===== config.mk =====
export PLATFORM = sky130hd
export DESIGN_NAME = tdp_ram_arbiter_flat
export DESIGN_NICKNAME = d
export VERILOG_FILES = /design/src/rtl/tdp_ram_arbiter_if.sv /design/src/rtl/tdp_ram_arbiter.sv /design/src/flat_wrapper.sv
export SDC_FILE = /design/constraint.sdc
export NUM_CORES = 1
export LEC_CHECK = 0
export BUFFER_PORTS_ARGS = -buffer_cell sky130_fd_sc_hd__buf_4
export CORE_UTILIZATION = 44
export CTS_CLUSTER_SIZE = 25
export DETAILED_ROUTE_END_ITERATION = 7
export PLACE_DENSITY_LB_ADDON = 0.05
export SLEW_MARGIN = 5
export SYNTH_ARGS = -nofsm -noshare
export SYNTH_HDL_FRONTEND = slang
export SYNTH_SLANG_ARGS = --single-unit

===== constraint.sdc =====
create_clock -name clk -period 3.4 [get_ports clk]
set_clock_uncertainty 0.2 [all_clocks]
set_input_delay 1.02 -clock clk [delete_from_list [all_inputs] [get_ports clk]]
set_output_delay 1.02 -clock clk [all_outputs]
set_load 0.1 [all_outputs]

===== src/rtl/tdp_ram_arbiter_if.sv =====
// ============================================================================
// Module      : tdp_ram_arbiter_if
// Description : Requester-side valid/ready request bus with read response.
// Revision    : 1.0 - initial release
// ============================================================================
`default_nettype none
`timescale 1ns/1ps

interface tdp_ram_arbiter_if #(
    parameter int AW = 6,
    parameter int DW = 8
);
    logic          valid;
    logic          ready;
    logic          we;
    logic [AW-1:0] addr;
    logic [DW-1:0] wdata;
    logic          rvalid;
    logic [DW-1:0] rdata;

    modport master (output valid, we, addr, wdata, input ready, rvalid, rdata);
    modport slave  (input valid, we, addr, wdata, output ready, rvalid, rdata);
endinterface

`default_nettype wire


===== src/rtl/tdp_ram_arbiter.sv =====
// ============================================================================
// Module      : tdp_ram_arbiter
// Description : Two-requester front end for a true dual-port RAM with
//               same-address hazard serialisation and full-array clear.
// Revision    : 1.0 - initial release
// ============================================================================
`default_nettype none
`timescale 1ns/1ps

module tdp_ram_arbiter #(
    parameter int AW = 6,
    parameter int DW = 8,
    parameter int CW = 16
) (
    input  wire logic          clk,
    input  wire logic          rst_n,
    tdp_ram_arbiter_if.slave   a,
    tdp_ram_arbiter_if.slave   b,
    input  wire logic          clear_start,
    output logic               busy,
    output logic               clear_done,
    output logic [CW-1:0]      conflict_cnt,
    output logic               ram_we_a,
    output logic [AW-1:0]      ram_addr_a,
    output logic [DW-1:0]      ram_data_a,
    input  wire logic [DW-1:0] ram_q_a,
    output logic               ram_we_b,
    output logic [AW-1:0]      ram_addr_b,
    output logic [DW-1:0]      ram_data_b,
    input  wire logic [DW-1:0] ram_q_b
);

    localparam int            IW          = AW - 1;
    localparam logic [IW-1:0] C_IDX_LAST  = '1;
    localparam logic [IW-1:0] C_IDX_ONE   = {{(IW-1){1'b0}}, 1'b1};
    localparam logic [CW-1:0] C_CNT_MAX   = '1;
    localparam logic [CW-1:0] C_CNT_ONE   = {{(CW-1){1'b0}}, 1'b1};

    typedef enum logic [0:0] {
        ST_IDLE  = 1'b0,
        ST_CLEAR = 1'b1
    } state_t;

    state_t        r_state;
    logic          r_pri;          // 0: A wins the next conflict, 1: B wins
    logic [IW-1:0] r_idx;
    logic [CW-1:0] r_cnt;
    logic          r_a_rvalid;
    logic          r_b_rvalid;
    logic [DW-1:0] r_a_hold;
    logic [DW-1:0] r_b_hold;
    logic          r_clear_done;

    logic w_idle;
    logic w_conflict;
    logic w_a_ready;
    logic w_b_ready;
    logic w_a_acc;
    logic w_b_acc;

    assign w_idle     = (r_state == ST_IDLE);
    assign w_conflict = a.valid & b.valid & (a.addr == b.addr) & (a.we | b.we);

    always_comb begin
        w_a_ready = 1'b0;
        w_b_ready = 1'b0;
        if (w_idle) begin
            if (w_conflict) begin
                w_a_ready = a.valid & ~r_pri;
                w_b_ready = b.valid &  r_pri;
            end else begin
                w_a_ready = a.valid;
                w_b_ready = b.valid;
            end
        end
    end

    assign w_a_acc = a.valid & w_a_ready;
    assign w_b_acc = b.valid & w_b_ready;
    assign a.ready = w_a_ready;
    assign b.ready = w_b_ready;

    // Clear writes the even/odd address pair of one index per cycle.
    always_comb begin
        if (r_state == ST_CLEAR) begin
            ram_we_a   = 1'b1;
            ram_addr_a = {r_idx, 1'b0};
            ram_data_a = '0;
            ram_we_b   = 1'b1;
            ram_addr_b = {r_idx, 1'b1};
            ram_data_b = '0;
        end else begin
            ram_we_a   = w_a_acc & a.we;
            ram_addr_a = a.addr;
            ram_data_a = a.wdata;
            ram_we_b   = w_b_acc & b.we;
            ram_addr_b = b.addr;
            ram_data_b = b.wdata;
        end
    end

    // RAM q is passed straight through on the response cycle, then held.
    assign a.rvalid     = r_a_rvalid;
    assign b.rvalid     = r_b_rvalid;
    assign a.rdata      = r_a_rvalid ? ram_q_a : r_a_hold;
    assign b.rdata      = r_b_rvalid ? ram_q_b : r_b_hold;
    assign busy         = (r_state == ST_CLEAR);
    assign clear_done   = r_clear_done;
    assign conflict_cnt = r_cnt;

    always_ff @(posedge clk or negedge rst_n) begin
        if (!rst_n) begin
            r_state      <= ST_IDLE;
            r_pri        <= 1'b0;
            r_idx        <= '0;
            r_cnt        <= '0;
            r_a_rvalid   <= 1'b0;
            r_b_rvalid   <= 1'b0;
            r_a_hold     <= '0;
            r_b_hold     <= '0;
            r_clear_done <= 1'b0;
        end else begin
            r_a_rvalid   <= w_a_acc & ~a.we;
            r_b_rvalid   <= w_b_acc & ~b.we;
            r_clear_done <= 1'b0;
            if (r_a_rvalid) r_a_hold <= ram_q_a;
            if (r_b_rvalid) r_b_hold <= ram_q_b;

            case (r_state)
                ST_IDLE: begin
                    if (w_conflict) begin
                        r_pri <= ~r_pri;
                        if (r_cnt != C_CNT_MAX) r_cnt <= r_cnt + C_CNT_ONE;
                    end
                    if (clear_start) begin
                        r_state <= ST_CLEAR;
                        r_idx   <= '0;
                    end
                end
                ST_CLEAR: begin
                    r_idx <= r_idx + C_IDX_ONE;
                    if (r_idx == C_IDX_LAST) begin
                        r_state      <= ST_IDLE;
                        r_clear_done <= 1'b1;
                    end
                end
                default: r_state <= ST_IDLE;
            endcase
        end
    end

endmodule

`default_nettype wire


===== src/flat_wrapper.sv =====
// flat-port wrapper written by rule: the top's interface ports become plain ports
module tdp_ram_arbiter_flat 
#(
    parameter int AW = 6,
    parameter int DW = 8,
    parameter int CW = 16
)
  (clk, rst_n, clear_start, busy, clear_done, conflict_cnt, ram_we_a, ram_addr_a, ram_data_a, ram_q_a, ram_we_b, ram_addr_b, ram_data_b, ram_q_b, a_valid, a_we, a_addr, a_wdata, a_ready, a_rvalid, a_rdata, b_valid, b_we, b_addr, b_wdata, b_ready, b_rvalid, b_rdata);
  tdp_ram_arbiter_if #(.AW(AW), .DW(DW)) a_i ();
  tdp_ram_arbiter_if #(.AW(AW), .DW(DW)) b_i ();
  input  wire logic clk;
  input  wire logic rst_n;
  input  wire logic clear_start;
  output logic busy;
  output logic clear_done;
  output logic [CW-1:0] conflict_cnt;
  output logic ram_we_a;
  output logic [AW-1:0] ram_addr_a;
  output logic [DW-1:0] ram_data_a;
  input  wire logic [DW-1:0] ram_q_a;
  output logic ram_we_b;
  output logic [AW-1:0] ram_addr_b;
  output logic [DW-1:0] ram_data_b;
  input  wire logic [DW-1:0] ram_q_b;
  input wire logic [$bits(a_i.valid)-1:0] a_valid;
  input wire logic [$bits(a_i.we)-1:0] a_we;
  input wire logic [$bits(a_i.addr)-1:0] a_addr;
  input wire logic [$bits(a_i.wdata)-1:0] a_wdata;
  output wire logic [$bits(a_i.ready)-1:0] a_ready;
  output wire logic [$bits(a_i.rvalid)-1:0] a_rvalid;
  output wire logic [$bits(a_i.rdata)-1:0] a_rdata;
  input wire logic [$bits(b_i.valid)-1:0] b_valid;
  input wire logic [$bits(b_i.we)-1:0] b_we;
  input wire logic [$bits(b_i.addr)-1:0] b_addr;
  input wire logic [$bits(b_i.wdata)-1:0] b_wdata;
  output wire logic [$bits(b_i.ready)-1:0] b_ready;
  output wire logic [$bits(b_i.rvalid)-1:0] b_rvalid;
  output wire logic [$bits(b_i.rdata)-1:0] b_rdata;
  assign a_i.valid = a_valid;
  assign a_i.we = a_we;
  assign a_i.addr = a_addr;
  assign a_i.wdata = a_wdata;
  assign a_ready = a_i.ready;
  assign a_rvalid = a_i.rvalid;
  assign a_rdata = a_i.rdata;
  assign b_i.valid = b_valid;
  assign b_i.we = b_we;
  assign b_i.addr = b_addr;
  assign b_i.wdata = b_wdata;
  assign b_ready = b_i.ready;
  assign b_rvalid = b_i.rvalid;
  assign b_rdata = b_i.rdata;
  tdp_ram_arbiter #(.AW(AW), .DW(DW), .CW(CW)) u_core (.clk(clk), .rst_n(rst_n), .a(a_i), .b(b_i), .clear_start(clear_start), .busy(busy), .clear_done(clear_done), .conflict_cnt(conflict_cnt), .ram_we_a(ram_we_a), .ram_addr_a(ram_addr_a), .ram_data_a(ram_data_a), .ram_q_a(ram_q_a), .ram_we_b(ram_we_b), .ram_addr_b(ram_addr_b), .ram_data_b(ram_data_b), .ram_q_b(ram_q_b));
endmodule

# Yosys cells after proc, flatten, opt, wreduce, memory -nomap -nowiden
# Index checks and enable logic that the tools add are counted.
# classes
eq_ne,4
div_mod_pow,0
n_shift,0
n_addsub,2
bitwise,16
mux,19
mul,0
n_lt_le_gt_ge,0
n_reduce_logical,2
# ops
operator,count
8-bit 2-to-1 mux,4
"16-bit by 1-bit adder with 16-bit output, second input constant",1
"16-bit != test, second input constant",1
6-bit 2-to-1 mux,2
1-bit bitwise AND,11
1-bit 2-to-1 mux,10
5-bit case mux with 2 select lines,1
6-bit == test,1
"5-bit by 1-bit adder with 5-bit output, second input constant",1
"5-bit == test, second input constant",1
5-bit 2-to-1 mux,1
1-bit NOT,4
3-bit AND reduction,1
"2-bit != test, second input constant",1
1-bit case mux with 2 select lines,1
2-bit AND reduction,1
1-bit OR,1
# word_totals
mem_bits_ro,0
input_bits,51
latch_bits,0
output_inout_bits,68
word_cells,52
ramBits,0
ff_bits,42
mem_count,0

# Depth between registers and ports, before layout
# logic_depth
ltp_word,8
mapped_depth,8
mapped_depth_nobuf,7

# Worst setup path before layout
# OpenSTA, ideal clock, no wires.
# synth_timing
path_type,register -> output
start,reg u_core.r_state (netlist: u_core.busy)
end,out ram_addr_a[1]
n_path_buf,2
path_slack_ps,-1229
arrival_time_ps,3409
stages_incl_launch_ff,4
cell_sequence,dfrtp_1 -> clkbuf_1 -> clkbuf_1 -> o21ai_0
# synth_between
elab_chain_cells,1
# synth_lines
item,line_no,text
from (decl),tdp_ram_arbiter.sv:44,state_t r_state;
from (signal assigned),tdp_ram_arbiter.sv:113,r_state <= ST_IDLE;
from (signal assigned),tdp_ram_arbiter.sv:136,r_state <= ST_CLEAR;
from (signal assigned),tdp_ram_arbiter.sv:143,r_state <= ST_IDLE;
6-bit 2-to-1 mux,tdp_ram_arbiter.sv:85,if (r_state == ST_CLEAR) begin
to (decl),flat_wrapper.sv:18,output logic [AW-1:0] ram_addr_a;
# No other way between the ends.

# Worst setup path in the final report
# layout_timing
start,in b_addr[2]
end,out ram_we_a
# layout_between
elab_chain_cells,8
# layout_lines
item,line_no,text
from (decl),flat_wrapper.sv:34,input wire logic [$bits(b_i.addr)-1:0] b_addr;
6-bit == test,tdp_ram_arbiter.sv:62,assign w_conflict = a.valid & b.valid & (a.addr == b.addr) & (a.we | b.we);
1-bit bitwise AND (2 in series),tdp_ram_arbiter.sv:62,
1-bit 2-to-1 mux,tdp_ram_arbiter.sv:68,if (w_conflict) begin
1-bit 2-to-1 mux,tdp_ram_arbiter.sv:67,if (w_idle) begin
1-bit bitwise AND,tdp_ram_arbiter.sv:78,assign w_a_acc = a.valid & w_a_ready;
1-bit bitwise AND,tdp_ram_arbiter.sv:93,ram_we_a = w_a_acc & a.we;
1-bit 2-to-1 mux,tdp_ram_arbiter.sv:85,
to (decl),flat_wrapper.sv:17,output logic ram_we_a;
# No other way between the ends.

==> out/qor.csv <==
stage;metric;value;unit
sta;fin_crit_sh;109;%
sta;setup_viol;4;
placed_design;dp_cells;380;
synthesis;synth_fp_nets;252;
outcome;violations;setup timing;
final_layout;n_fill_cell;363;
setup_path;crit_required;2.18;ns
global_routing;grt_use_total;20.5;%
synthesis;yosysSeqAreaShare;48.8;%
placed_design;finalWeightedCongestion;0.739;
setup_path;worstPathCellList;buf_8, xor2_4, nor4_4, nor4b_4, buf_4, a21boi_2, a21o_2, buf_12;
power_and_ir_drop;ir_worst_vdd;1.05;mV
power_and_ir_drop;leakagePower;0.00171;uW
job;drv_cap;0;
route;drcViolationCount;0;
sta;hold_viol_final;0;
setup_path;cp-start-kind;primary input;
final_layout;diodes;0;
worst_hold_path;min_from;u_core.conflict_cnt[12];
route;route.antenna.remaining_nets;0;
final_layout;seqCellArea;0.00105;mm^2
die;die_y;71.9;um
global_routing;grt_pass1_wl;8180;um
setup_path;rr_startpoint;u_core.busy;
sta;clock.fmax;271;MHz
setup_path;crit_buf_inv;3;
synthesis;syn_avg_cell_area;10.9;um^2
sta;hold-worst-slack;0.300;ns
die;core;0.00472;mm^2
setup_path;cpPeakStageDelay;0.31;ns
global_routing;overflow;0;
clocking;path_clk_slew;0.08;ns
sta;tightest_slew;0.651;ns
synthesis;synth_cell_type_count;32;
sta;finalMaxSlewViolations;0;
die;initial_core_util;45.6;%
synthesis;syn_area;0.00215;mm^2
route;routedWlPerCell;12.8;um
worst_hold_path;worst_hold_path_type;reg -> reg;
placed_design;dp_hpwl;3850;um
outcome;run_status;finished, violations left;
route;viasPerCell;4.77;
route;vias;1859;
final_layout;area_growth;58.3;%
global_routing;grt_max_degree;43;
synthesis;ys_seq_elements;42;
sta;slew_headroom;56.6;%
die;die-area;0.00517;mm^2
die;die_x;71.9;um
setup_path;critPathLaunch;b_addr[2];
clocking;clock_latency;0.29;ns
sta;timing.final.crit_period;3.69;ns
setup_path;critical-path-top-delay-family;simple AND/OR/NAND/NOR gates;
synthesis;synth_edf_count;0;
setup_path;path_class;in -> out;
clocking;cts_tree;built;
power_and_ir_drop;powerDensity;963;mW/mm^2
setup_path;cp-end-kind;primary output;
global_routing;grt_pass1_vias;1773;
route;first_pass_iters;4;
route;drtIter0Drc;76;
synthesis;ys.warnings.count;0;
clocking;clockRootBuffer;clkbuf_8;
synthesis;async_flop_share;100;%
route;drt-total-wl;4970;um
setup_path;path_max_fanout;2;
setup_path;cp_slowest_cell;nor4_4;
final_layout;fin_nets;376;
clocking;hold_buffers;0;
sta;rsz0062_at_grt;yes;
sta;worst_slack;-0.291;ns
final_layout;final_core_util;72.1;%
placed_design;dpl_cell_area;0.00320;mm^2
placed_design;io_buffers;118;
setup_path;arrival;2.47;ns
synthesis;synth_flop_cell;dfrtp_1;
clocking;cts.sinks;42;
final_layout;finalInstanceArea;0.00341;mm^2
final_layout;stdcell_count;390;
synthesis;syn_inst;198;
die;io_pins;119;
global_routing;grt_antenna_before_repair;0;
final_layout;multiInputGateArea;0.00112;mm^2
clocking;cts_max_level;2;
clocking;cts_buffers;5;
clocking;cts_buffer_depth;2;
final_layout;drive_gt1_share;55.7;%
die;rows;25;
==> worst register-to-register path, delay by kind of cell (launching register included) <==
family / cells / cell delay [ns]
AO/OA/AOI/OAI: 1 / 0.38
flip-flops: 1 / 0.65
multiplexers: 1 / 0.38
AND/OR/NAND/NOR: 2 / 0.53
==> cells in the final DEF, fill, tap and decap left out, types with 6 or more instances in the layout <==
cell type,count
dfrtp_1,41
and3_1,6
nor2b_2,14
nand3_1,7
mux2_2,18
xnor2_1,15
o21ai_1,10
buf_4,116
nand2_1,15
inv_1,12
nor2b_1,6
==> layout make-up <==
| type | count | share of cell area (%) |
|---|---|---|
| Sequential cell | 42 | 30.9 |
| Inverter | 12 | 1.32 |
| Timing Repair Buffer | 125 | 29.8 |
| Clock buffer | 6 | 2.13 |
| Clock inverter | 2 | 0.404 |
| Multi-Input combinational cell | 136 | 33.0 |
| Tap cell | 67 | 2.46 |
==> worst paths after layout <==
kind	to	slack, ns	cells after the start
setup / recovery	ram_we_a	-0.29	8
hold / removal	u_core.conflict_cnt[12]	0.30	1
setup reg to reg	u_core.conflict_cnt[1]	1.15	4
hold reg to reg	u_core.conflict_cnt[12]	0.30	1
max in group asynchronous	u_core.busy	2.10	1
min in group asynchronous	u_core.r_b_hold[5]	0.50	1
==> metrics by stage <==
step	power [uW]	TNS, ns	worst slack (ns)
after detailed placement	2970	-1.32	-0.376
final	3280	-1.12	-0.291
after floorplan	2530	-6.58	-0.500
after global placement	2950	-1.18	-0.324
after CTS	3310	-1.01	-0.299
after global routing	3410	-1.51	-0.385
==> cells by family (layout without fill, tap and decap cells) <==
| family | after synthesis | in the layout | synth area share, % |
|---|---|---|---|
| buffers and inverters | 20 | 145 | 3.84 |
| flip-flops | 42 | 42 | 48.8 |
| AND/OR/NAND/NOR | 71 | 71 | 20.2 |
| AO/OA/AOI/OAI | 20 | 20 | 6.11 |
| XOR/XNOR | 23 | 23 | 9.36 |
| adder cells (fa/ha/maj) | 3 | 3 | 1.74 |
| multiplexers | 19 | 19 | 9.88 |
==> where the power goes <==
group / total [uW] / switching [uW] / internal (uW) / leakage [uW]
Clock: 309 / 164 / 145 / 0.0000452
Sequential: 714 / 83.2 / 631 / 0.000551
Combinational: 2260 / 1770 / 487 / 0.00111
==> state kept, by name (all words and copies together), names as in the netlist <==
name,count
u_core.conflict_cnt,16
u_core.b.rvalid,1
u_core.r_idx,5
u_core.r_a_hold,8
u_core.r_b_hold,8
u_core.clear_done,1
u_core.a.rvalid,1
u_core.r_pri,1
u_core.busy,1
==> synthesized netlist by cell type, drive strengths merged (2+ instances only) <==
cell | number | area share [%]
and3 | 6 | 1.7
nor2b | 20 | 5.8
dfrtp | 42 | 49
and2 | 3 | 0.87
or2 | 2 | 0.58
ha | 3 | 1.7
nand2b | 2 | 0.58
nor4 | 2 | 1.6
o21ai | 14 | 3.3
xor2 | 8 | 3.3
nor4b | 2 | 1.8
nand3 | 7 | 1.6
nor2 | 4 | 0.70
nand4 | 5 | 1.5
nand2 | 16 | 2.9
clkbuf | 7 | 1.2
inv | 12 | 2.1
mux2 | 18 | 9.4
xnor2 | 15 | 6.1
==> layer usage <==
layer,part of all wire (%),GRT usage (%),vias to the layer above
li1,-,-,906
met3,8.0,5.42,4
met5,0,0,-
met4,0.88,7.84,0
met1,42,25.6,866
met2,49,34.2,83
==> timing repair <==
action                                 in CTS  in global routing
setup endpoints to repair                   4                  4
endpoints found under the hold margin       0                  0
setup buffers                               1                  1
pin swaps                                   7                  6
resized for setup                          19                  4
No activity file was read; power rests on OpenSTA's default activity.
